**config.mk**
```make
export PLATFORM = sky130hd
export DESIGN_NAME = sram_responder_flat
export DESIGN_NICKNAME = d
export VERILOG_FILES = /design/src/rtl/lc3_mem_pkg.sv /design/src/rtl/sram_responder_if.sv /design/src/rtl/sram_array.sv /design/src/rtl/sram_responder.sv /design/src/flat_wrapper.sv
export SDC_FILE = /design/constraint.sdc
export NUM_CORES = 2
export LEC_CHECK = 0
export BUFFER_PORTS_ARGS = -buffer_cell sky130_fd_sc_hd__buf_2
export CORE_UTILIZATION = 50
export DETAILED_ROUTE_END_ITERATION = 7
export GPL_TIMING_DRIVEN = 0
export PLACE_DENSITY = 0.79
export SLEW_MARGIN = 25
export SYNTH_ARGS = -nofsm -noshare
export SYNTH_HDL_FRONTEND = slang
export SYNTH_HIERARCHICAL = 1
export SYNTH_SLANG_ARGS = --single-unit
```
**constraint.sdc**
```tcl
create_clock -name Clk -period 3.5 [get_ports Clk]
set_input_delay 0.7 -clock Clk [delete_from_list [all_inputs] [get_ports Clk]]
set_output_delay 0.7 -clock Clk [all_outputs]
set_load 0.01 [all_outputs]
```
**src/rtl/lc3_mem_pkg.sv**
```systemverilog
// Shared types and constants for the LC-3 style SRAM responder.
// Holds the FSM state encoding, the data word width and the default wait count.
package lc3_mem_pkg;

  localparam int WORD_W              = 16;
  localparam int DEFAULT_WAIT_CYCLES = 2;

  typedef enum logic [2:0] {
    IDLE    = 3'd0,
    RD_WAIT = 3'd1,
    RD_DATA = 3'd2,
    WR_WAIT = 3'd3,
    WR_DONE = 3'd4
  } state_e;

endpackage

```
**src/rtl/sram_responder_if.sv**
```systemverilog
// CPU-side SRAM bus: active-low strobes, word address and data in both directions.
// The master (CPU) drives strobes, address and write data; the slave returns status.
interface sram_responder_if;
  import lc3_mem_pkg::*;

  logic              Mem_CE;
  logic              Mem_UB;
  logic              Mem_LB;
  logic              Mem_OE;
  logic              Mem_WE;
  logic [15:0]       ADDR;
  logic [WORD_W-1:0] Data_in;
  logic [WORD_W-1:0] Data_out;
  logic              Data_valid;
  logic              Busy;
  logic              Oob_err;

  modport master (
    output Mem_CE, Mem_UB, Mem_LB, Mem_OE, Mem_WE, ADDR, Data_in,
    input  Data_out, Data_valid, Busy, Oob_err
  );

  modport slave (
    input  Mem_CE, Mem_UB, Mem_LB, Mem_OE, Mem_WE, ADDR, Data_in,
    output Data_out, Data_valid, Busy, Oob_err
  );
endinterface

```
**src/rtl/sram_array.sv**
```systemverilog
// Word storage with byte-lane write enables and a registered read port.
// Contents are never reset; the read register only updates when re is high.
module sram_array
  import lc3_mem_pkg::*;
#(
  parameter int DEPTH_LOG2 = 8
) (
  input  logic                  Clk,
  input  logic                  we,
  input  logic [1:0]            be,
  input  logic [DEPTH_LOG2-1:0] addr,
  input  logic [WORD_W-1:0]     wdata,
  input  logic                  re,
  output logic [WORD_W-1:0]     rd_data_q
);

  logic [WORD_W-1:0] mem [0:(1<<DEPTH_LOG2)-1];

  always_ff @(posedge Clk) begin
    if (we) begin
      if (be[0]) mem[addr][7:0]  <= wdata[7:0];
      if (be[1]) mem[addr][15:8] <= wdata[15:8];
    end
    if (re) rd_data_q <= mem[addr];
  end

endmodule

```
**src/rtl/sram_responder.sv**
```systemverilog
// Asynchronous-style SRAM bus responder: turns CE/OE/WE strobe windows into
// single reads/writes of sram_array with fixed wait states and range checking.
module sram_responder
  import lc3_mem_pkg::*;
#(
  parameter int DEPTH_LOG2  = 8,
  parameter int WAIT_CYCLES = DEFAULT_WAIT_CYCLES
) (
  input  logic           Clk,
  input  logic           Reset,
  sram_responder_if.slave bus
);

  state_e      state_q, state_d;
  logic [3:0]  cnt_q, cnt_d;
  logic [15:0] addr_q, addr_d;
  logic        ub_q, ub_d, lb_q, lb_d;
  logic [1:0]  lane_q, lane_d;
  logic        valid_q, valid_d;
  logic        oob_q, oob_d;
  logic        busy_q, busy_d;

  logic              rd_strobe, wr_strobe;
  logic [15:0]       acc_addr;
  logic              acc_ub, acc_lb, acc_oob;
  logic              load, we_arr;
  logic [WORD_W-1:0] rd_data;

  // In IDLE the window-start edge may also be the access edge, so use live bus values.
  always_comb begin
    rd_strobe = !bus.Mem_CE && !bus.Mem_OE;
    wr_strobe = !bus.Mem_CE && !bus.Mem_WE;
    acc_addr  = (state_q == IDLE) ? bus.ADDR    : addr_q;
    acc_ub    = (state_q == IDLE) ? !bus.Mem_UB : ub_q;
    acc_lb    = (state_q == IDLE) ? !bus.Mem_LB : lb_q;
    acc_oob   = (acc_addr >> DEPTH_LOG2) != 16'h0000;
  end

  always_comb begin
    state_d = state_q;
    cnt_d   = cnt_q;
    addr_d  = addr_q;
    ub_d    = ub_q;
    lb_d    = lb_q;
    lane_d  = lane_q;
    valid_d = valid_q;
    oob_d   = 1'b0;
    load    = 1'b0;
    we_arr  = 1'b0;

    case (state_q)
      IDLE: begin
        cnt_d = 4'd0;
        if (wr_strobe || rd_strobe) begin
          cnt_d  = 4'd1;
          addr_d = bus.ADDR;
          ub_d   = !bus.Mem_UB;
          lb_d   = !bus.Mem_LB;
          if (wr_strobe)             state_d = WR_WAIT;
          else if (WAIT_CYCLES <= 2) load    = 1'b1;
          else                       state_d = RD_WAIT;
        end
      end
      RD_WAIT: begin
        if (!rd_strobe) begin
          state_d = IDLE;
          cnt_d   = 4'd0;
        end else if (cnt_q == 4'(WAIT_CYCLES - 2)) begin
          load = 1'b1;
        end else begin
          cnt_d = cnt_q + 4'd1;
        end
      end
      RD_DATA: begin
        if (!rd_strobe) begin
          state_d = IDLE;
          cnt_d   = 4'd0;
          valid_d = 1'b0;
        end
      end
      WR_WAIT: begin
        if (!wr_strobe) begin
          state_d = IDLE;
          cnt_d   = 4'd0;
        end else if (cnt_q == 4'(WAIT_CYCLES - 1)) begin
          we_arr  = !acc_oob;
          oob_d   = acc_oob;
          state_d = WR_DONE;
        end else begin
          cnt_d = cnt_q + 4'd1;
        end
      end
      WR_DONE: begin
        if (!wr_strobe) begin
          state_d = IDLE;
          cnt_d   = 4'd0;
        end
      end
      default: begin
        state_d = IDLE;
        cnt_d   = 4'd0;
      end
    endcase

    // Out-of-range reads zero both lanes instead of returning aliased storage.
    if (load) begin
      state_d = RD_DATA;
      valid_d = 1'b1;
      oob_d   = acc_oob;
      lane_d  = acc_oob ? 2'b00 : {acc_ub, acc_lb};
    end

    busy_d = (state_d != IDLE);
  end

  always_ff @(posedge Clk) begin
    if (Reset) begin
      state_q <= IDLE;
      cnt_q   <= 4'd0;
      lane_q  <= 2'b00;
      valid_q <= 1'b0;
      oob_q   <= 1'b0;
      busy_q  <= 1'b0;
    end else begin
      state_q <= state_d;
      cnt_q   <= cnt_d;
      lane_q  <= lane_d;
      valid_q <= valid_d;
      oob_q   <= oob_d;
      busy_q  <= busy_d;
    end
    addr_q <= addr_d;
    ub_q   <= ub_d;
    lb_q   <= lb_d;
  end

  // Reset on the commit edge must still suppress the write.
  sram_array #(.DEPTH_LOG2(DEPTH_LOG2)) u_array (
    .Clk       (Clk),
    .we        (we_arr && !Reset),
    .be        ({ub_q, lb_q}),
    .addr      (acc_addr[DEPTH_LOG2-1:0]),
    .wdata     (bus.Data_in),
    .re        (load),
    .rd_data_q (rd_data)
  );

  assign bus.Data_out   = {lane_q[1] ? rd_data[15:8] : 8'h00,
                           lane_q[0] ? rd_data[7:0]  : 8'h00};
  assign bus.Data_valid = valid_q;
  assign bus.Busy       = busy_q;
  assign bus.Oob_err    = oob_q;

endmodule

```
**src/flat_wrapper.sv**
```systemverilog
// flat-port wrapper written by rule: the top's interface ports become plain ports
module sram_responder_flat import lc3_mem_pkg::*;
#(
  parameter int DEPTH_LOG2  = 8,
  parameter int WAIT_CYCLES = DEFAULT_WAIT_CYCLES
)
  (Clk, Reset, bus_Mem_CE, bus_Mem_UB, bus_Mem_LB, bus_Mem_OE, bus_Mem_WE, bus_ADDR, bus_Data_in, bus_Data_out, bus_Data_valid, bus_Busy, bus_Oob_err);
  sram_responder_if bus_i ();
  input  logic Clk;
  input  logic Reset;
  input wire logic [$bits(bus_i.Mem_CE)-1:0] bus_Mem_CE;
  input wire logic [$bits(bus_i.Mem_UB)-1:0] bus_Mem_UB;
  input wire logic [$bits(bus_i.Mem_LB)-1:0] bus_Mem_LB;
  input wire logic [$bits(bus_i.Mem_OE)-1:0] bus_Mem_OE;
  input wire logic [$bits(bus_i.Mem_WE)-1:0] bus_Mem_WE;
  input wire logic [$bits(bus_i.ADDR)-1:0] bus_ADDR;
  input wire logic [$bits(bus_i.Data_in)-1:0] bus_Data_in;
  output wire logic [$bits(bus_i.Data_out)-1:0] bus_Data_out;
  output wire logic [$bits(bus_i.Data_valid)-1:0] bus_Data_valid;
  output wire logic [$bits(bus_i.Busy)-1:0] bus_Busy;
  output wire logic [$bits(bus_i.Oob_err)-1:0] bus_Oob_err;
  assign bus_i.Mem_CE = bus_Mem_CE;
  assign bus_i.Mem_UB = bus_Mem_UB;
  assign bus_i.Mem_LB = bus_Mem_LB;
  assign bus_i.Mem_OE = bus_Mem_OE;
  assign bus_i.Mem_WE = bus_Mem_WE;
  assign bus_i.ADDR = bus_ADDR;
  assign bus_i.Data_in = bus_Data_in;
  assign bus_Data_out = bus_i.Data_out;
  assign bus_Data_valid = bus_i.Data_valid;
  assign bus_Busy = bus_i.Busy;
  assign bus_Oob_err = bus_i.Oob_err;
  sram_responder #(.DEPTH_LOG2(DEPTH_LOG2), .WAIT_CYCLES(WAIT_CYCLES)) u_core (.Clk(Clk), .Reset(Reset), .bus(bus_i));
endmodule
```
* Yosys cells after proc, flatten, opt, wreduce, memory -nomap -nowiden
Memory sizes are Yosys's and may differ from the RTL's. A register that Yosys moved wholly into a read port is not among the register bits. Index checks and enable logic that the tools add are counted.
Word-level totals: memories kept 1, logic and storage cells 84, bits of input ports 39, memory bits (writable) 4096, bits in registers 30, output and inout bits 19
Cells by class: eq/ne operators 10, add/subtract/negate cells 1, muxes and demuxes 43, reductions and logical operators 20
Memory list:
- u_core.u_array.mem | depth 256, width 16, rd ports 1, clocked after memory_dff 1, write ports 1, RTL line sram_array.sv:17 | logic [WORD_W-1:0] mem [0:(1<<DEPTH_LOG2)-1];
Operator list (number):
- $mux 4 | 6
- $mux 1 | 23
- $mux 3 | 7
- $pmux 4 s5 | 1
- $mux 16 | 1
- $mux 8 | 2
- $reduce_bool 16->1 | 1
- $pmux 3 s4 | 1
- $logic_not 1->1 | 7
- $eq 3x2->1 const B | 2
- $ne 2x2->1 const B | 3
- $ne 3x3->1 const B | 2
- $add 4x1->4 const B | 1
- $eq 4x1->1 const B | 1
- $logic_not 4->1 | 1
- $reduce_and 2->1 | 2
- $reduce_and 4->1 | 1
- $eq 3x1->1 const B | 1
- $eq 3x3->1 const B | 1
- $logic_and 1x1->1 | 3
- $logic_not 3->1 | 1
- $reduce_bool 3->1 | 1
- $mux 2 | 1
- $pmux 1 s2 | 1
- 3 further kinds | 3

* Depth between registers and ports, before layout
depth after elaboration 10, depth in mapped cells 15, mapped depth without buffers 8

* Cells and area by module
The synthesis kept the hierarchy.
Modules (own cells, without submodules):
- sram_array | times used 1, area an instance 156854.2 µm², cells each 7036, seq. area each 123478.4 µm²
- sram_responder | times used 1, area an instance 1501.4 µm², cells each 155, seq. area each 780.7 µm²

* Least setup slack after synthesis
No wires, ideal clock.
path type register -> register, from register u_core.state_q[1], to memory u_core.u_array.mem[176][10], enable pin, arrival 3.028 ns, data required time 3.130 ns, path slack 0.101 ns, clock period less this slack 3.399 ns, cell stages (with the launch flop) 15, cell sequence dfxtp_1 -> buf_2 -> or3_1 -> clkbuf_1 -> buf_2 -> nand2_1 -> nand2_1 -> buf_2 -> buf_2 -> buf_2 -> buf_2 -> nor2_1 -> nand3_1 -> clkbuf_1 -> nor2_1
On the way: elaborated cells between the ends (all ways) 11, classes of those cells eq/ne (1); mux (6); reduce/logical (4)
RTL lines:
- from (decl) | RTL line sram_responder.sv:14 | state_e state_q, state_d;
- from (signal assigned) | RTL line sram_responder.sv:125 | state_q <= state_d;
- $logic_not 3->1 | RTL line sram_responder.sv:33 | acc_addr = (state_q == IDLE) ? bus.ADDR : addr_q;
- $mux 16 | RTL line sram_responder.sv:33
- named net u_core.acc_addr[1] | RTL line sram_responder.sv:24 | logic [15:0] acc_addr;
- to (decl) | RTL line sram_array.sv:17
The timed path passes the listed nets, and every way through them passes these cells.

* Final worst setup path
from register u_core.state_q[1], to register u_core.u_array.rd_data_q[0], read port of u_core.u_array.mem (data pin)
On the way: cells in the longest elaborated chain, start to end 2, elaborated cells between the ends (all ways) 4, classes of those cells eq/ne (1); mux (2); reduce/logical (1)
RTL lines:
- $logic_not 3->1 | RTL line sram_responder.sv:33
- $mux 16 | RTL line sram_responder.sv:33
- named net u_core.acc_addr[5] | RTL line sram_responder.sv:24
- to (decl) | RTL line sram_array.sv:14 | output logic [WORD_W-1:0] rd_data_q
The timed path passes the listed nets, and every way through them passes these cells. A chain may end at the register's enable or synchronous reset.

==> results.toml <==
[placed_design]
hpwl_um = 309000
globalplace.congestion = 0.994
io_buffers = 57

[floorplanning]
io_pins = 58
fp.dieArea_mm2 = 0.319
start_util = 0.503
row_count = 206
coreArea_mm2 = 0.315
die_x_um = 565
die_h_um = 565

[pwr]
power_leakage_nw = 57.0
p_sw_frac = 0.257
seqPwrFrac = 0.484
powerDensity_mw_per_mm2 = 600
clkPwrFrac = 0.393
internal-power_w = 0.0839
ir_drop_v = 0.000457
p_switching_w = 0.0290
p_comb_frac = 0.123
finalPower_w = 0.113

[global_routing]
grt_util_met2 = 0.479
overflow = 0
grt_pass1_vias = 87000
grt_util_met1 = 0.377
grt_use_met3 = 0.142
grt_max_degree = 121
track_usage = 0.326
busiest_layer = "met2"
antenna_found_initial = 23
grt_pass1_wl_um = 708000

[synth]
synth_cells = 7191
synthMuxAreaShare = 0.146
synth-adder-area-share = 0.000237
postSynthNetCount = 7233
synth_area_per_cell_um2 = 22.0
yosysSeqAreaShare = 0.785
synth_top_family_by_area = "multiplexers"
synthSimpleGateAreaFrac = 0.0183
synth_cell_types = 46
synth.most_common_cell = "edfxtp_1"
synth-seq-cells = 4142
synth_compound_area_frac = 0.0374
async_reset_ff_frac = 0
synth_edf_count = 4130
synth_common_cells = "edfxtp_1 (4130), mux4_2 (1024), nor2_1 (522), a22oi_1 (512), clkbuf_1 (273)"
ys.warnings.count = 6
netlist.area_leader.share = 0.783
netlist_area_mm2 = 0.158
synthXorXnorAreaFrac = 0
synth_ff_type = "edfxtp_1"
synth_top_cell_by_area = "edfxtp_1"
synth_area_leaders = "edfxtp_1 (78%), mux4_2 (15%), a22oi_1 (2.4%)"

[clocking]
cts_tree = "yes"
cts-root-buf = "clkbuf_16"
cts_buffer_depth = 4
cts.clk_slew.worst_paths_ns = 0.06
insertion_delay_ns = 0.97
clkSinkCount = 4142
numCtsBuffers = 398
ctsHtreeMaxLevel = 5

[finish]
multiInputGateArea_mm2 = 0.0372
final_nets = 7952
syn_to_final_growth_pct = 18.7
ff_latch_area_mm2 = 0.124
fillers = 19800
drive_above_1_share = 0.375

[route]
routedWlPerCell_um = 45.0
routed_wl_um = 559000
drc_errors = 0
via_per_inst = 7.45
dr_total_vias = 92400
first_iter_violations = 18800
postRouteAntennaNets = 0
dr.pass1.iters = 7

[setup_path]
critPathLaunch = "u_core/state_q[1]"
cp-end-kind = "flop"
arrival_ns = 5.26
crit_fanout = 10
reg2reg_setup_slack_ns = -1.10
worst_ep_required_time_ns = 4.16
r2r_cells = 12
r2r-end = "u_core/u_array/rd_data_q[0]"
start_kind = "flop"
r2r-start = "u_core/state_q[1]"
worst-setup-path-type = "flop to flop"
critPathCapture = "u_core/u_array/rd_data_q[0]"

[outcome]
failed_checks = "negative setup slack"
status = "complete, but fails checks"

[flow_run]
drv_cap = 0

[sta]
hold_ws_ns = 0.0441
worst_pin_slew_ns = 1.28
worst_slack_ns = -1.10
setup_violations = 4096
skew_ns = 0.0679
final_max_slew_viol_count = 0
max_freq_ghz = 0.217
slew_headroom = 0.146
rsz0062_at_grt = "true"
fin_crit_sh = 1.31
fin_crit_ns = 4.60
hold_viol = 0

[worst_hold_path]
worstHoldPathType = "input port to flop"
-- power by group through the flow --
| stage | Sequential [W] | Combinational, W | Clock (W) |
|---|---|---|---|
| 6_report | 0.0546 | 0.0139 | 0.0443 |
| 5_1_grt | 0.0546 | 0.0136 | 0.0457 |
| 4_1_cts | 0.0546 | 0.0119 | 0.0434 |
| 3_5_place_dp | 0.0557 | 0.0108 | 0 |
| 3_3_place_gp | 0.0559 | 0.0103 | 0 |
| 2_1_floorplan | 0.0557 | 0.00581 | 0 |
-- worst max-delay path: stages (launching register included) --
cell and delay (ns):
dfxtp_2 0.32, buf_6 0.12, or3_4 0.30, buf_8 0.18, buf_2 0.20, nand2_1 0.08
nand2_1 0.29, nand2b_1 0.31, buf_2 0.60, clkbuf_2 0.49, a21oi_2 0.22, o41ai_4 0.87
nand4_1 0.27
-- per-layer routing --
layer	share of wire	routed length [um]
met1	0.28	157000
met2	0.43	243000
met3	0.18	98500
met4	0.11	60200
met5	0.00060	338
-- state kept, by name, indices dropped and copies added (netlist names) --
name / count
u_core/bus.Busy: 1
u_core/bus.Data_valid: 1
u_core/u_array/mem: 4096
u_core/u_array/rd_data_q: 16
u_core/bus.Oob_err: 1
u_core/lane_q: 2
u_core/state_q: 3
u_core/cnt_q: 4
u_core/ub_q: 1
u_core/addr_q: 16
u_core/lb_q: 1
-- metrics by stage --
step | setup WS, ns | cell area (um^2) | util | std cells | TNS, ns
6_report | -1.10 | 188000 | 0.597 | 12400 | -1625.08
5_1_grt | -0.891 | 188000 | 0.597 | 12400 | -1376.17
4_1_cts | -0.682 | 185000 | 0.587 | 12300 | -1414.04
3_5_place_dp | -3.49 | 166000 | 0.527 | 11500 | -
3_3_place_gp | -4.88 | 164000 | 0.520 | 11400 | -
2_1_floorplan | 0.101 | 158000 | - | 7191 | 0
-- cell families (layout without fill, tap and decap cells) --
logic type / Yosys count / count (layout)
flip-flops: 4142 / 4142
multiplexers: 1024 / 1024
AO/OA/AOI/OAI: 858 / 858
AND/OR/NAND/NOR: 697 / 697
buffers and inverters: 467 / 1510
adder cells (fa/ha/maj): 3 / 3
other: 0 / 20
-- worst min path at each step --
stage                                from               endpoint  slack [ns]  cells after the start
detailed placement  u_core/bus.Data_valid  u_core/bus.Data_valid        0.49                      2
global route                   bus_Mem_LB            u_core/lb_q        0.04                      2
CTS                                 Reset        u_core/cnt_q[0]        0.05                      3
finish                         bus_Mem_LB            u_core/lb_q        0.04                      2
floorplan                 u_core/cnt_q[1]        u_core/cnt_q[1]        0.46                      2
global placement    u_core/bus.Data_valid  u_core/bus.Data_valid        0.49                      2
-- what timing repair did --
item / CTS / global route
buffers inserted: 47 / 117
gates resized for setup: 1459 / 526
endpoints found under the hold margin: 16 / 0
setup endpoints to repair: 4112 / 4112
hold buffers: 16 / 0
pin swaps: 56 / 92
cloned: 0 / 6
-- cell usage in the layout, fill, tap and decap left out, types with 72 or more instances in the layout --
cell type / instances
a21oi_2: 103
buf_4: 186
clkinv_2: 74
a22oi_2: 113
buf_6: 72
mux4_2: 1024
a22oi_1: 400
a21oi_1: 143
clkinv_1: 84
nor2_4: 368
edfxtp_1: 4130
clkbuf_1: 155
clkbuf_16: 419
nor2_2: 84
clkbuf_2: 79
buf_2: 85
-- layout make-up --
class	count	area share
Timing Repair Buffer	324	0.0228
Clock inverter	245	0.0139
Antenna cell	20	0.000266
Sequential cell	4142	0.661
Inverter	5	0.0000998
Tap cell	4160	0.0277
Clock buffer	479	0.0549
Buffer	457	0.0213
Multi-Input combinational cell	2582	0.198
No activity file was read; power rests on OpenSTA's default activity.
